File: src/rtl/piso_pkg.sv
// Shared types and constants for the parallel-in / serial-out read-out path.
// Latency: n/a (declarations only).
// Backpressure: n/a (declarations only).
package piso_pkg;

  // Serializer control states.
  typedef enum logic [1:0] {
    IDLE  = 2'd0,
    SHIFT = 2'd1,
    DONE  = 2'd2
  } state_t;

  // Level driven on the serial line whenever no data bit is being sent.
  localparam logic IDLE_LEVEL = 1'b1;

  // Width of the bit counter that indexes a WIDTH-bit word.
  function automatic int cnt_w(input int width);
    return $clog2(width);
  endfunction

endpackage

File: src/rtl/piso_bit_counter.sv
// Loadable down-counter with enable and zero flag; tracks bits left in a word.
// Latency: load/decrement visible one cycle after the enabling edge.
// Backpressure: none; holds its value whenever en=0 and load=0.
//
// Ports:
//   clk, rst_n : clock, synchronous active-low reset (clears to 0)
//   load       : load load_val on this edge (wins over en)
//   load_val   : value to load
//   en         : decrement on this edge (saturates at 0)
//   zero       : counter currently reads 0
module piso_bit_counter #(
  parameter int W = 3
) (
  input  logic         clk,
  input  logic         rst_n,
  input  logic         load,
  input  logic [W-1:0] load_val,
  input  logic         en,
  output logic         zero
);

  logic [W-1:0] cnt_q;
  logic [W-1:0] cnt_d;

  always_comb begin
    cnt_d = cnt_q;
    if (load) begin
      cnt_d = load_val;
    end else if (en && (cnt_q != '0)) begin
      cnt_d = cnt_q - W'(1);
    end
  end

  always_ff @(posedge clk) begin
    if (!rst_n) begin
      cnt_q <= '0;
    end else begin
      cnt_q <= cnt_d;
    end
  end

  assign zero = (cnt_q == '0);

endmodule

File: src/rtl/piso_serializer.sv
// Parallel-in / serial-out serializer: one word per load handshake, shifted out at ser_en rate.
// Latency: first bit on ser_out the cycle after the handshake; word period WIDTH+2 with ser_en high.
// Backpressure: load_ready only in IDLE; load_valid outside IDLE is ignored, ser_en=0 freezes the bit.
//
// Ports:
//   clk, rst_n            : clock, synchronous active-low reset
//   load_valid/load_ready : parallel load handshake, load_data captured on valid & ready
//   ser_en                : bit-rate enable, current bit consumed on a SHIFT cycle with ser_en=1
//   ser_out/ser_out_n     : registered complementary serial pair, idle level 1 / 0
//   frame                 : high while data bits are on ser_out
//   done                  : one-cycle pulse after the last bit is consumed
module piso_serializer
  import piso_pkg::*;
#(
  parameter int WIDTH     = 8,
  parameter bit LSB_FIRST = 1'b0
) (
  input  logic             clk,
  input  logic             rst_n,
  input  logic             load_valid,
  output logic             load_ready,
  input  logic [WIDTH-1:0] load_data,
  input  logic             ser_en,
  output logic             ser_out,
  output logic             ser_out_n,
  output logic             frame,
  output logic             done
);

  localparam int CW = cnt_w(WIDTH);

  state_t           state_q, state_d;
  logic [WIDTH-1:0] shreg_q, shreg_d;
  logic             ser_out_q, ser_out_d;
  logic             ser_out_n_q, ser_out_n_d;
  logic             frame_q, frame_d;
  logic             done_q, done_d;

  logic             cnt_load;
  logic             cnt_en;
  logic             cnt_zero;

  piso_bit_counter #(
    .W (CW)
  ) u_cnt (
    .clk      (clk),
    .rst_n    (rst_n),
    .load     (cnt_load),
    .load_val (CW'(WIDTH - 1)),
    .en       (cnt_en),
    .zero     (cnt_zero)
  );

  always_comb begin
    state_d  = state_q;
    shreg_d  = shreg_q;
    cnt_load = 1'b0;
    cnt_en   = 1'b0;

    case (state_q)
      IDLE: begin
        if (load_valid) begin
          shreg_d  = load_data;
          cnt_load = 1'b1;
          state_d  = SHIFT;
        end
      end
      SHIFT: begin
        if (ser_en) begin
          if (cnt_zero) begin
            state_d = DONE;
          end else begin
            cnt_en  = 1'b1;
            // Move the next bit toward the output end; vacated bit fills with 0.
            shreg_d = LSB_FIRST ? (shreg_q >> 1) : (shreg_q << 1);
          end
        end
      end
      DONE: begin
        state_d = IDLE;
      end
      default: begin
        state_d = IDLE;
      end
    endcase

    // Outputs are computed from the next state/next shift value so that the
    // registered pair presents exactly what the new state requires, with no
    // combinational path from inputs to the pins.
    if (state_d == SHIFT) begin
      ser_out_d = LSB_FIRST ? shreg_d[0] : shreg_d[WIDTH-1];
    end else begin
      ser_out_d = IDLE_LEVEL;
    end
    ser_out_n_d = ~ser_out_d;
    frame_d     = (state_d == SHIFT);
    done_d      = (state_d == DONE);
  end

  always_ff @(posedge clk) begin
    if (!rst_n) begin
      state_q     <= IDLE;
      shreg_q     <= '0;
      ser_out_q   <= IDLE_LEVEL;
      ser_out_n_q <= ~IDLE_LEVEL;
      frame_q     <= 1'b0;
      done_q      <= 1'b0;
    end else begin
      state_q     <= state_d;
      shreg_q     <= shreg_d;
      ser_out_q   <= ser_out_d;
      ser_out_n_q <= ser_out_n_d;
      frame_q     <= frame_d;
      done_q      <= done_d;
    end
  end

  assign load_ready = (state_q == IDLE);
  assign ser_out    = ser_out_q;
  assign ser_out_n  = ser_out_n_q;
  assign frame      = frame_q;
  assign done       = done_q;

endmodule
File: config.mk
export PLATFORM = sky130hd
export DESIGN_NAME = piso_serializer
export DESIGN_NICKNAME = d
export VERILOG_FILES = /design/src/rtl/piso_pkg.sv /design/src/rtl/piso_bit_counter.sv /design/src/rtl/piso_serializer.sv
export SDC_FILE = /design/constraint.sdc
export NUM_CORES = 1
export LEC_CHECK = 0
export ABC_AREA = 1
export BUFFER_PORTS_ARGS = -buffer_cell sky130_fd_sc_hd__buf_2
export CAP_MARGIN = 20
export CORE_MARGIN = 2
export CORE_UTILIZATION = 52
export CTS_CLUSTER_DIAMETER = 120
export CTS_CLUSTER_SIZE = 40
export DETAILED_ROUTE_END_ITERATION = 6
export PLACE_DENSITY = 0.86
export SYNTH_ARGS = -nofsm -noshare
export SYNTH_HDL_FRONTEND = slang
export SYNTH_SLANG_ARGS = --single-unit
File: constraint.sdc
create_clock -name clk -period 1.54 [get_ports clk]
set_input_delay 0.231 -clock clk [delete_from_list [all_inputs] [get_ports clk]]
set_output_delay 0.231 -clock clk [all_outputs]
set_load 0.02 [all_outputs]
==> results of run 1 <==
## tightest hold or removal path, cell delays in order
cell                      delay, ns
sky130_fd_sc_hd__buf_2         0.07
sky130_fd_sc_hd__nand4_1       0.09
sky130_fd_sc_hd__o21ai_0       0.08
## stage by stage
step | std cells | utilization | area (um^2) | setup WS, ns | hold WS (ns)
after floorplan | 117 | - | 868 | 0.288 | 0.367
after global routing | 149 | 0.624 | 962 | 0.00105 | 0.237
final | 149 | 0.624 | 962 | 0.125 | 0.214
after detailed placement | 145 | 0.607 | 936 | 0.161 | 0.477
after CTS | 149 | 0.624 | 962 | 0.135 | 0.208
after global placement | 145 | 0.607 | 936 | 0.251 | 0.466
## cell usage in the layout (no fill, tap or decap), drive strengths merged
| master | n |
|---|---|
| clkbuf | 4 |
| xnor2 | 1 |
| nand4 | 2 |
| nand2 | 20 |
| nor2 | 19 |
| nand3 | 17 |
| nor4 | 2 |
| buf | 16 |
| o21ai | 3 |
| dfxtp | 17 |
| ha | 2 |
| a21oi | 8 |
| inv | 21 |
| o21a | 1 |
## final cells by class
type,count,area [um^2],area share
sequential,17,340,0.354
timing repair buffer,16,80.1,0.0832
clock buffer,4,26.3,0.0273
multi-input combinational,75,417,0.433
tap,16,20.0,0.0208
inverter,21,78.8,0.0819
## logic make-up (layout without fill, tap and decap cells)
| group | Yosys count | in the layout | share of synthesized area |
|---|---|---|---|
| AOI/OAI and AO/OA | 12 | 12 | 0.0850 |
| xor gates and xnor gates | 1 | 1 | 0.0101 |
| adders and majority gates | 2 | 2 | 0.0288 |
| buffers and inverters | 25 | 41 | 0.128 |
| DFF | 17 | 17 | 0.392 |
| and+or+nand+nor | 60 | 60 | 0.356 |
## worst max-delay path by stage
| stage | endpoint | depth (start not counted) | slack [ns] |
|---|---|---|---|
| 2_1_floorplan | ser_out | 9 | 0.29 |
| 3_3_place_gp | ser_out | 8 | 0.25 |
| 3_5_place_dp | u_cnt.cnt_q[0] | 7 | 0.16 |
| 4_1_cts | u_cnt.cnt_q[0] | 7 | 0.13 |
| 5_1_grt | u_cnt.cnt_q[1] | 7 | 0.001 |
| 6_report | u_cnt.cnt_q[0] | 7 | 0.12 |
## layer usage
layer	routed length, um	up-vias	share of wire
li1	-	401	-
met1	693	329	0.47
met2	710	16	0.48
met3	51	2	0.034
met4	29	0	0.020
met5	0	-	0
## power by group through the flow
stage | Sequential (uW) | Clock [uW] | Combinational [uW]
2_1_floorplan | 525 | 0 | 219
3_3_place_gp | 514 | 0 | 262
3_5_place_dp | 516 | 0 | 272
4_1_cts | 506 | 236 | 272
5_1_grt | 511 | 259 | 309
6_report | 506 | 229 | 270
## sequential cells by signal (all words and copies together) (netlist names)
register     cells
frame            1
ser_out_n        1
u_cnt.cnt_q      3
done             1
shreg_q          8
state_q          2
ser_out          1
==> summary.md, run 1 <==
| Metric | Value |
|---|---|
| Final weighted congestion of routability-driven global placement | roughly 0.78 |
| Share of synthesized registers carrying an async set or reset | 0 |
| Die footprint | slightly above 2000 um^2 |
| Post-Syn Area per Cell | 7.42 um^2 |
| Endpoint type of the worst setup path | register |
| Global Route met3 Usage | 0.0240 |
| Clock latency on the worst-skew pair | slightly below 0.3 ns |
| Top post-synthesis cells by count | sky130_fd_sc_hd__dfxtp_1 (17), sky130_fd_sc_hd__inv_1 (16), sky130_fd_sc_hd__nand3_1 (16), sky130_fd_sc_hd__nor2_1 (16), sky130_fd_sc_hd__nand2_1 (15) |
| Type of the most critical hold path | in2reg |
| Top-count cell post-synth | sky130_fd_sc_hd__dfxtp_1 |
| Clk pin slew, worst setup/hold paths | ~0.080 ns |
| Global-route wire length before repair | between 2000 and 3000 um |
| Commonest register cell after synthesis | sky130_fd_sc_hd__dfxtp_1 |
| Delay of the slowest cell on the worst path | 0.37 ns |
| Combinational share of power | 0.269 |
| Remaining DRCs | 0 |
| Actual slew at the worst max-slew pin | 0.383 ns |
| Switching part of the total | 0.324 |
| Die width | 44.9 um |
| Buf/Inv on CP | 1 |
| Share of power burned in the clock network | 0.228 |
| Ant. Diodes | 0 |
| Mapped Cells | 117 |
| Origin of the critical flop-to-flop path | u_cnt.cnt_q[0] |
| Reg-to-reg critical path endpoint | u_cnt.cnt_q[0] |
| Crit share post-route | 0.919 |
| Routed length per instance | around 10 um |
| Maximum vdd ir drop | around 0.8 mV |
| Remaining antenna violation count | 0 |
| Logic depth of the worst register-to-register path | 7 |
| Cell internal power dissipation | approximately 680 uW |
| NumNets Final | about 150 |
| EDFF count, synth | 0 |
| Routed Wire Length | 1490 um |
| Instance count along the most critical hold path | 3 |
| Post-detailed-route via-to-cell ratio | between 5 and 6 |
| Worst path slowest cell | sky130_fd_sc_hd__dfxtp_1 |
| Count of vias placed by the detailed router | 748 |
| CTS max path bufs | 2 |
| Post-route setup TNS | 0 ns |
| Number of levels in the clock H-tree | 1 |
| Port Buffers | 16 |
| Drt first-iter violations | 10 |
| CTS tree | done |
| TritonCTS Sinks | 17 |
| Classification of the worst setup path | reg2reg |
| CP startpoint | u_cnt.cnt_q[0] |
| Number of detailed-route iterations in the first pass | 4 |
| Number of filler instances in the final layout | around 150 |
| Run status | finished, final reports clean |
| Pin count of the biggest net entering global routing | 18 |
| Pwr per Cell Area | approximately 1000 nW/um^2 |
| Endpoint required time on the critical path | 1.77 ns |
| Setup bufs post-CTS | 0 |
| #FFs+latches synth | 17 |
| Area fraction of the dominant cell type after synthesis | 0.392 |
| Final Power | approximately 1000 uW |
| Starting density of the core | 0.563 |
| CP arrival | 1.64 ns |
| Setup repair after global routing missed its margin | no |
| Combined area of all synthesized cells | a little under 900 um^2 |
| Detailed Place HPWL | ~1100 um |
| Overall track demand over capacity in global routing | 0.180 |
| Number of buffers created by CTS | 3 |
| Worst setup skew after layout | between 0.002 and 0.003 ns |
| Top-level I/O count | 17 |
| Hold path startpoint | load_data[0] |
| Static leakage | ~0.00045 uW |
| Core Rows | 14 |
| Most common cell type on the critical path | sky130_fd_sc_hd__nand2_2 |
| Core area | between 1500 and 2000 um^2 |
| Area added between synthesis and finish | 10.8% |
| Via count of the first global-routing pass | 650 |
| Die Height | between 40 and 50 um |
| Sequential Power Share | 0.504 |
| Worst max-slew margin expressed relative to the limit | 0.745 |
| Delay-heaviest family, CP | simple AND/OR/NAND/NOR gates |
| Synthesized netlist net count | about 130 |
| Resize count post-CTS | 0 |
| Hold buffer count at cts | 0 |
| Fraction of layout cells with a size suffix above 1 | 0.271 |
| Slew Viols, Final | 0 |
| Startpoint Class | register |
| Post-synthesis cell type count | 21 |
| Largest fanout on the critical path | 11 |
| GRT met2 Usage | 0.284 |
| Maximum achievable frequency | ~710 MHz |
| Endpoint with the worst hold slack | shreg_q[0] |
| Leading cell types by total area after synthesis | sky130_fd_sc_hd__dfxtp_1 (39%), sky130_fd_sc_hd__nand3_1 (9.2%), sky130_fd_sc_hd__inv_1 (6.9%) |
| Reg-to-reg slack, setup | about 0.12 ns |
| Max-cap violations | 0 |
| Hold violation total from the final report | 0 |
| Largest area contributor in the netlist | sky130_fd_sc_hd__dfxtp_1 |
| Worst-path cell chain | inv_1 -> ha_1 -> nand2_2 -> nand3_4 -> nand2_2 -> nand2_1 -> a21oi_2 |
| Final Setup Violations | 0 |
| Residual overflow from global routing | 0 |
| Net switching power of the design | ~330 uW |
| Final critical path time including I/O delays and setup | about 1.4 ns |
| GR met1 Demand/Resource | 0.234 |
| Most utilized layer in the global route result | met2 |
| Initial antenna violation count | 0 |
| Synthesis Warnings | 0 |
| Root Buffer | sky130_fd_sc_hd__clkbuf_4 |
| Portion of the post-synthesis area used by sequential elements | 0.392 |
Power figures use the tool's default switching activity.
==> run 2: changes to the inputs <==
Settings changed: ABC_AREA 1 to default, CORE_UTILIZATION 52 to 50, PLACE_DENSITY 0.86 to 0.85.
==> run 2 against run 1 <==
- clock power is 3% higher
- total power is 5.5% lower
- flip-flop and latch count unchanged
- via count down 10%
- register-to-register slack got worse by 0.03 ns
- sequential power about the same
- synthesized cell count is 31% lower
- fmax decreased by 1.7%
- highest routed layer is now met3
- critical path depth did not move
- synthesized area fell by 13%
- sequential share of layout area grew 1.5 points
==> summary.md, run 2 <==
| Metric | Value |
|---|---|
| Run status | finished, final reports clean (unchanged) |
| Combined area of all synthesized cells | 757 um^2 (was 868 um^2) |
| Compound-gate portion of the synthesized area | 0.210 (was 0.0850) |
| Most common cell after layout, fill and taps aside | sky130_fd_sc_hd__buf_2 (was sky130_fd_sc_hd__dfxtp_1) |
| Combinational share of power | 0.220 (was 0.269) |
| Hold buffer count at cts | 0 (unchanged) |
| Classification of the worst setup path | reg2reg (unchanged) |
| Hold violation total from the final report | 0 (unchanged) |
| Synth Area in XOR/XNOR | 0 (was 0.0101) |
| Portion of the post-synthesis area used by sequential elements | 0.450 (was 0.392) |
| CTS max path bufs | 2 (unchanged) |
| Largest area contributor in the netlist | sky130_fd_sc_hd__dfxtp_1 (unchanged) |
| Net switching power of the design | 275 uW (was 326 uW) |
| Die footprint | 1840 um^2 (was 2010 um^2) |
| Post-place instance area | 845 um^2 (was 936 um^2) |
| Minimum setup slack after placement | 0.0301 ns (was 0.161 ns) |
| Share of synthesized cell area in and, or, nand and nor gates | 0.243 (was 0.356) |
| Crit share post-route | 0.935 (was 0.919) |
| Count of placed standard cells including taps | 111 (was 145) |
| Residual overflow from global routing | 0 (unchanged) |
| CP arrival | 1.68 ns (was 1.64 ns) |
| Starting density of the core | 0.521 (was 0.563) |
| Worst setup skew after layout | 0.00178 ns (was 0.00254 ns) |
| Endpoint type of the worst setup path | register (unchanged) |
| Smallest setup slack after layout | 0.0996 ns (was 0.125 ns) |
| Number of detailed-route iterations in the first pass | 4 (unchanged) |
| EDFF count, synth | 0 (unchanged) |
| Reg-to-reg critical path endpoint | ser_out_n (was u_cnt.cnt_q[0]) |
| Logic depth of the worst register-to-register path | 7 (unchanged) |
| Delay-heaviest family, CP | simple AND/OR/NAND/NOR gates (unchanged) |
| Worst path slowest cell | sky130_fd_sc_hd__dfxtp_2 (was sky130_fd_sc_hd__dfxtp_1) |
| NumNets Final | 117 (was 148) |
| Final Power | 949 uW (was 1000 uW) |
| Mapped Cells | 81 (was 117) |
| Number of standard cells in the layout, taps in and fillers out | 118 (was 149) |
| TritonCTS Sinks | 17 (unchanged) |
| Delay of the slowest cell on the worst path | 0.34 ns (was 0.37 ns) |
| Detailed Place HPWL | 1120 um (was 1140 um) |
| CP startpoint | u_cnt.cnt_q[1] (was u_cnt.cnt_q[0]) |
| Initial antenna violation count | 0 (unchanged) |
| Root Buffer | sky130_fd_sc_hd__clkbuf_4 (unchanged) |
| Pwr per Cell Area | 1020 nW/um^2 (was 1040 nW/um^2) |
| Cell internal power dissipation | 674 uW (was 678 uW) |
| Static leakage | 0.000393 uW (was 0.000450 uW) |
| Final critical path time including I/O delays and setup | 1.44 ns (was 1.42 ns) |
| Drt first-iter violations | 18 (was 10) |
| Max-cap violations | 0 (unchanged) |
| Final weighted congestion of routability-driven global placement | 0.723 (was 0.779) |
| Instance count along the most critical hold path | 3 (unchanged) |
| Number of buffers created by CTS | 3 (unchanged) |
| CTS tree | done (unchanged) |
| Post-synthesis mux area share | 0.0132 (was 0) |
| Maximum vdd ir drop | 0.645 mV (was 0.793 mV) |
| Final Setup Violations | 0 (unchanged) |
| Post-synthesis cell type count | 27 (was 21) |
| Switching part of the total | 0.290 (was 0.324) |
| Max FFs per register | 8 (unchanged) |
| #FFs+latches synth | 17 (unchanged) |
| Number of levels in the clock H-tree | 1 (unchanged) |
| Worst max-slew margin expressed relative to the limit | 0.769 (was 0.745) |
| Endpoint required time on the critical path | 1.78 ns (was 1.77 ns) |
| Synthesized netlist net count | 95 (was 131) |
| Area added between synthesis and finish | 22.8% (was 10.8%) |
| Slew Viols, Final | 0 (unchanged) |
| Routed Wire Length | 1490 um (about the same) |
| Worst-path cell chain | inv_2 -> ha_2 -> nor2b_4 -> nor3_4 -> buf_6 -> a221oi_4 -> and2_1 (was inv_1 -> ha_1 -> nand2_2 -> nand3_4 -> nand2_2 -> nand2_1 -> a21oi_2) |
| Remaining DRCs | 0 (unchanged) |
| Area fraction of the dominant cell type after synthesis | 0.450 (was 0.392) |
| Port Buffers | 16 (unchanged) |
| Type of the most critical hold path | in2reg (unchanged) |
| Via count of the first global-routing pass | 562 (was 650) |
| Die Height | 42.9 um (was 44.9 um) |
| Largest fanout on the critical path | 4 (was 11) |
| Startpoint Class | register (unchanged) |
| Register with the highest flop count | shreg_q (unchanged) |
| Buf/Inv on CP | 2 (was 1) |
| Clk pin slew, worst setup/hold paths | 0.09 ns (was 0.08 ns) |
| Synthesis Warnings | 0 (unchanged) |
| Endpoint with the worst hold slack | shreg_q[0] (unchanged) |
| Clock latency on the worst-skew pair | 0.29 ns (about the same) |
| Hold path startpoint | load_data[0] (unchanged) |
| Routed length per instance | 12.6 um (was 9.97 um) |
| Core area | 1450 um^2 (was 1540 um^2) |
| Origin of the critical flop-to-flop path | u_cnt.cnt_q[1] (was u_cnt.cnt_q[0]) |
| Final design area excluding fillers | 930 um^2 (was 962 um^2) |
| Global-route wire length before repair | 2370 um (was 2650 um) |
| Actual slew at the worst max-slew pin | 0.347 ns (was 0.383 ns) |
| Leading cell types by total area after synthesis | sky130_fd_sc_hd__dfxtp_1 (45%), sky130_fd_sc_hd__a21boi_1 (6.0%), sky130_fd_sc_hd__a22oi_1 (6.0%) (was sky130_fd_sc_hd__dfxtp_1 (39%), sky130_fd_sc_hd__nand3_1 (9.2%), sky130_fd_sc_hd__inv_1 (6.9%)) |
| Overall track demand over capacity in global routing | 0.177 (was 0.180) |
| Biggest registers after layout | shreg_q: 8 flops, u_cnt.cnt_q: 3 flops, state_q: 2 flops (unchanged) |
| Top post-synthesis cells by count | sky130_fd_sc_hd__dfxtp_1 (17), sky130_fd_sc_hd__nand3_1 (7), sky130_fd_sc_hd__a21boi_1 (6), sky130_fd_sc_hd__a22oi_1 (6), sky130_fd_sc_hd__nor2_1 (6) (was sky130_fd_sc_hd__dfxtp_1 (17), sky130_fd_sc_hd__inv_1 (16), sky130_fd_sc_hd__nand3_1 (16), sky130_fd_sc_hd__nor2_1 (16), sky130_fd_sc_hd__nand2_1 (15)) |
| Fraction of layout cells with a size suffix above 1 | 0.343 (was 0.271) |
| Sequential Power Share | 0.531 (was 0.504) |
| Leading cell types in the layout, fill and taps excluded | sky130_fd_sc_hd__buf_2 (16), sky130_fd_sc_hd__dfxtp_1 (15), sky130_fd_sc_hd__nand3_1 (7) (was sky130_fd_sc_hd__dfxtp_1 (17), sky130_fd_sc_hd__inv_1 (16), sky130_fd_sc_hd__nor2_1 (16), sky130_fd_sc_hd__nand3_1 (16), sky130_fd_sc_hd__buf_2 (16)) |
| Top-count cell post-synth | sky130_fd_sc_hd__dfxtp_1 (unchanged) |
| Count of vias placed by the detailed router | 670 (was 748) |
| Stages on the worst setup path | 7 (unchanged) |
| Post-Syn Area per Cell | 9.35 um^2 (was 7.42 um^2) |
| Core Rows | 14 (unchanged) |
| Maximum achievable frequency | 694 MHz (was 707 MHz) |
| Post-detailed-route via-to-cell ratio | 5.68 (was 5.02) |
| Combinational family with the most area after synthesis | simple AND/OR/NAND/NOR gates (unchanged) |
| Share of power burned in the clock network | 0.248 (was 0.228) |
| Synthesized-area fraction occupied by adder cells | 0.0331 (was 0.0288) |
| Top-level I/O count | 17 (unchanged) |
| Fin Hold WS | 0.178 ns (was 0.214 ns) |
| Commonest register cell after synthesis | sky130_fd_sc_hd__dfxtp_1 (unchanged) |
| Reg-to-reg slack, setup | 0.1 ns (was 0.12 ns) |
| Die width | 42.9 um (was 44.9 um) |
| Share of synthesized registers carrying an async set or reset | 0 (unchanged) |
| Pin count of the biggest net entering global routing | 10 (was 18) |
| Remaining antenna violation count | 0 (unchanged) |
| Ant. Diodes | 0 (unchanged) |
==> run 2: cell count changes after synthesis, sizes merged, moves of 6 or more <==
cell    change
nor2       -13
nand3      -10
a21boi      +6
a21oi       -6
inv        -18
nor3        +6
a22oi       +6
nand2      -14
==> run 2: worst max-delay path by stage <==
stage | to | slack [ns]
5_1_grt | ser_out_n | -0.0007
4_1_cts | shreg_q[1] | 0.01
3_5_place_dp | shreg_q[6] | 0.03
6_report | ser_out_n | 0.1
3_3_place_gp | shreg_q[2] | 0.07
2_1_floorplan | u_cnt.cnt_q[2] | 0.08
==> run 2: what timing repair did <==
item                                    in CTS  in global routing
resized for setup                            0                 11
buffers inserted                             0                  3
endpoints found under the setup margin       0                 12
hold endpoints to repair                     0                  0
==> run 2: per-stage QoR <==
| stage | utilization | setup TNS, ns |
|---|---|---|
| after floorplan | - | 0 |
| after global placement | 0.581 | 0 |
| after detailed placement | 0.581 | 0 |
| after CTS | 0.599 | 0 |
| after global routing | 0.639 | -0.000714 |
| final | 0.639 | 0 |
==> run 2: routing by layer <==
metal,share of wire,vias to the layer above,wire (um),GRT usage
li1,-,333,-,-
met1,0.42,319,627,0.204
met2,0.53,18,794,0.300
met3,0.042,0,63,0.0511
met4,0,0,0,0.0750
met5,0,-,0,0
==> run 2: worst min-delay path: cells and delay by family <==
kind | cells | cell delay, ns
AO/OA/AOI/OAI | 1 | 0.05
buffers and inverters | 1 | 0.10
AND/OR/NAND/NOR | 1 | 0.04
==> run 2: cell type report <==
cell class              count  area, um^2
inverters                   3        11.3
clock buffers               4        26.3
flip-flops and latches     17         343
multi-input cells          57         404
fillers                   134         524
well taps                  16        20.0
repair buffers             21         125
==> run 2: cell families after synthesis <==
logic type                 after synthesis
and+or+nand+nor                         34
AOI/OAI and AO/OA                       20
adders and majority gates                2
buffers and inverters                    7
DFF                                     17
muxes                                    1
==> run 2: power by group through the flow <==
stage | sequential, uW | combinational, uW | clock (uW)
final | 504 | 209 | 236
after global routing | 509 | 231 | 258
after CTS | 499 | 184 | 238
after detailed placement | 509 | 184 | 0
after global placement | 508 | 176 | 0
after floorplan | 514 | 127 | 0
==> run 3: changes to the inputs <==
Settings changed: ABC_AREA from default to 1, CORE_UTILIZATION 50 to 52, PLACE_DENSITY 0.85 to 0.86, SETUP_SLACK_MARGIN from default to 0.3.
==> run 3 against run 2 <==
- worst hold slack better by 0.015 ns
- cell area is 13% higher
- clock-buffer cell count is 1 lower
- sequential share of layout area is 4.0 points lower
- highest routed layer is now met4
==> summary.md, run 3 (same netlist as run 1, synthesis figures left out) <==
| Metric | Value |
|---|---|
| CP startpoint | state_q[1] (was u_cnt.cnt_q[1]) |
| Endpoint required time on the critical path | 1.31 ns (was 1.78 ns) |
| Max-cap violations | 0 (unchanged) |
| Classification of the worst setup path | reg2out (was reg2reg) |
| Slew Viols, Final | 0 (unchanged) |
| Logic depth of the worst register-to-register path | 9 (was 7) |
| TritonCTS Sinks | 17 (unchanged) |
| Max FFs per register | 8 (unchanged) |
| Clock latency on the worst-skew pair | 0.29 ns (about the same) |
| Static leakage | 0.000484 uW (was 0.000393 uW) |
| Global-route wire length before repair | 2830 um (was 2370 um) |
| Die width | 44.9 um (was 42.9 um) |
| Ant. Diodes | 0 (unchanged) |
| Overall track demand over capacity in global routing | 0.195 (was 0.177) |
| Via count of the first global-routing pass | 668 (was 562) |
| Top-level I/O count | 17 (unchanged) |
| Reg-to-reg critical path endpoint | ser_out (was ser_out_n) |
| Number of detailed-route iterations in the first pass | 5 (was 4) |
| Die Height | 44.9 um (was 42.9 um) |
| Routed length per instance | 11.2 um (was 12.6 um) |
| Final critical path time including I/O delays and setup | 1.20 ns (was 1.44 ns) |
| Remaining DRCs | 0 (unchanged) |
| Setup repair after global routing missed its margin | yes |
| Drt first-iter violations | 26 (was 18) |
| Endpoint with the worst hold slack | shreg_q[0] (unchanged) |
| Initial antenna violation count | 0 (unchanged) |
| CTS tree | done (unchanged) |
| Startpoint Class | register (unchanged) |
| Starting density of the core | 0.563 (was 0.521) |
| Crit share post-route | 0.776 (was 0.935) |
| Number of standard cells in the layout, taps in and fillers out | 155 (was 118) |
| Type of the most critical hold path | in2reg (unchanged) |
| Number of filler instances in the final layout | 133 (was 134) |
| Pin count of the biggest net entering global routing | 18 (was 10) |
| Post-detailed-route via-to-cell ratio | 5.08 (was 5.68) |
| Minimum setup slack after placement | 0.225 ns (was 0.0301 ns) |
| Die footprint | 2010 um^2 (was 1840 um^2) |
| Maximum vdd ir drop | 0.522 mV (was 0.645 mV) |
| Core area | 1540 um^2 (was 1450 um^2) |
| Register with the highest flop count | shreg_q (unchanged) |
| Biggest registers after layout | shreg_q: 8 flops, u_cnt.cnt_q: 3 flops, state_q: 2 flops (unchanged) |
| Reg-to-reg slack, setup | 0.36 ns (was 0.1 ns) |
| Remaining antenna violation count | 0 (unchanged) |
| Instance count along the most critical hold path | 3 (unchanged) |
| Largest fanout on the critical path | 4 (unchanged) |
| Area added between synthesis and finish | 20.9% (was 22.8%) |
| Actual slew at the worst max-slew pin | 0.397 ns (was 0.347 ns) |
| Detailed Place HPWL | 1160 um (was 1120 um) |
| Clk pin slew, worst setup/hold paths | 0.09 ns (about the same) |
| Maximum achievable frequency | 836 MHz (was 694 MHz) |
| Root Buffer | sky130_fd_sc_hd__clkbuf_4 (unchanged) |
| Endpoint type of the worst setup path | output pin (was register) |
| Smallest setup slack after layout | 0.345 ns (was 0.0996 ns) |
| Worst max-slew margin expressed relative to the limit | 0.735 (was 0.769) |
| Final design area excluding fillers | 1050 um^2 (was 930 um^2) |
| Area of the multi-input gates | 462 um^2 (was 404 um^2) |
| Count of vias placed by the detailed router | 787 (was 670) |
| Run status | finished, final reports clean (unchanged) |
| Core Rows | 14 (unchanged) |
| Final Setup Violations | 0 (unchanged) |
| Number of levels in the clock H-tree | 1 (unchanged) |
| NumNets Final | 154 (was 117) |
| Post-place instance area | 938 um^2 (was 845 um^2) |
| FF+latch area | 345 um^2 (was 343 um^2) |
| Final weighted congestion of routability-driven global placement | 0.813 (was 0.723) |
| Port Buffers | 16 (unchanged) |
| Fin Hold WS | 0.193 ns (was 0.178 ns) |
| CTS max path bufs | 2 (unchanged) |
| Worst setup skew after layout | 0.00168 ns (was 0.00178 ns) |
| Count of placed standard cells including taps | 145 (was 111) |
| Number of buffers created by CTS | 3 (unchanged) |
| Leading cell types in the layout, fill and taps excluded | sky130_fd_sc_hd__nor2_1 (16), sky130_fd_sc_hd__nand3_1 (16), sky130_fd_sc_hd__inv_1 (15), sky130_fd_sc_hd__buf_2 (15), sky130_fd_sc_hd__nand2_1 (14) (was sky130_fd_sc_hd__buf_2 (16), sky130_fd_sc_hd__dfxtp_1 (15), sky130_fd_sc_hd__nand3_1 (7)) |
| Pwr per Cell Area | 1040 nW/um^2 (was 1020 nW/um^2) |
| Hold buffer count at cts | 0 (unchanged) |
| CP arrival | 0.96 ns (was 1.68 ns) |
| Residual overflow from global routing | 0 (unchanged) |
| Worst path slowest cell | sky130_fd_sc_hd__dfxtp_2 (unchanged) |
| Hold path startpoint | load_data[0] (unchanged) |
| Hold violation total from the final report | 0 (unchanged) |
| Post-route setup TNS | 0 ns (unchanged) |
| Origin of the critical flop-to-flop path | u_cnt.cnt_q[0] (was u_cnt.cnt_q[1]) |
| Routed Wire Length | 1740 um (was 1490 um) |
| Worst-path cell chain | nor2_4 -> buf_6 (was inv_2 -> ha_2 -> nor2b_4 -> nor3_4 -> buf_6 -> a221oi_4 -> and2_1) |
| Fraction of layout cells with a size suffix above 1 | 0.360 (was 0.343) |
| Delay of the slowest cell on the worst path | 0.36 ns (was 0.34 ns) |
[run 3: cell count changes in the layout (fill, tap and decap cells not counted), moves of 5 or more]
cell,change
sky130_fd_sc_hd__inv_1,+14
sky130_fd_sc_hd__nor2_1,+10
sky130_fd_sc_hd__nand2_1,+9
sky130_fd_sc_hd__nand3_1,+9
sky130_fd_sc_hd__a21boi_1,-6
sky130_fd_sc_hd__a22oi_1,-6
sky130_fd_sc_hd__nor3_1,-5
[run 3: area by class of cell]
type / instances / share of cell area
clock buffer: 3 / 0.0215
clock inverter: 1 / 0.00477
inverter: 21 / 0.0751
multi-input combinational: 77 / 0.440
sequential: 17 / 0.329
tap: 16 / 0.0191
timing repair buffer: 20 / 0.111
[run 3: timing repair]
item	in CTS	in global routing
hold endpoints to repair	0	0
pin swaps	2	5
endpoints found under the setup margin	14	16
gates resized for setup	3	8
gates cloned	2	0
buffers inserted	1	3
[run 3: worst max-delay path by stage]
stage / endpoint / slack [ns] / cells past startpoint
after floorplan: ser_out / 0.31 / 9
after detailed placement: u_cnt.cnt_q[1] / 0.23 / 7
after CTS: load_ready / 0.32 / 2
final: load_ready / 0.34 / 2
after global placement: u_cnt.cnt_q[0] / 0.26 / 7
after global routing: shreg_q[7] / 0.27 / 9
[run 3: report_power, final]
group | switching, uW | total (uW) | internal [uW]
Sequential | 24.6 | 509 | 484
Clock | 137 | 234 | 96.8
Combinational | 207 | 345 | 138
[run 3: metrics by stage]
stage / util / total power (uW)
after floorplan: - / 745
after global placement: 0.609 / 778
after detailed placement: 0.609 / 786
after CTS: 0.649 / 1050
after global routing: 0.681 / 1160
final: 0.681 / 1090
[run 3: per-layer routing]
metal | routed length, um | vias up | track usage
met2 | 860 | 19 | 0.299
li1 | - | 420 | -
met5 | 0 | - | 0
met1 | 756 | 345 | 0.253
met3 | 88 | 3 | 0.0560
met4 | 30 | 0 | 0.0882
[run 3: critical path, delay by kind of cell (launching register included)]
kind                   cells  cell delay (ns)
buffers and inverters      1             0.14
flip-flops                 1             0.36
AND/OR/NAND/NOR            1             0.17
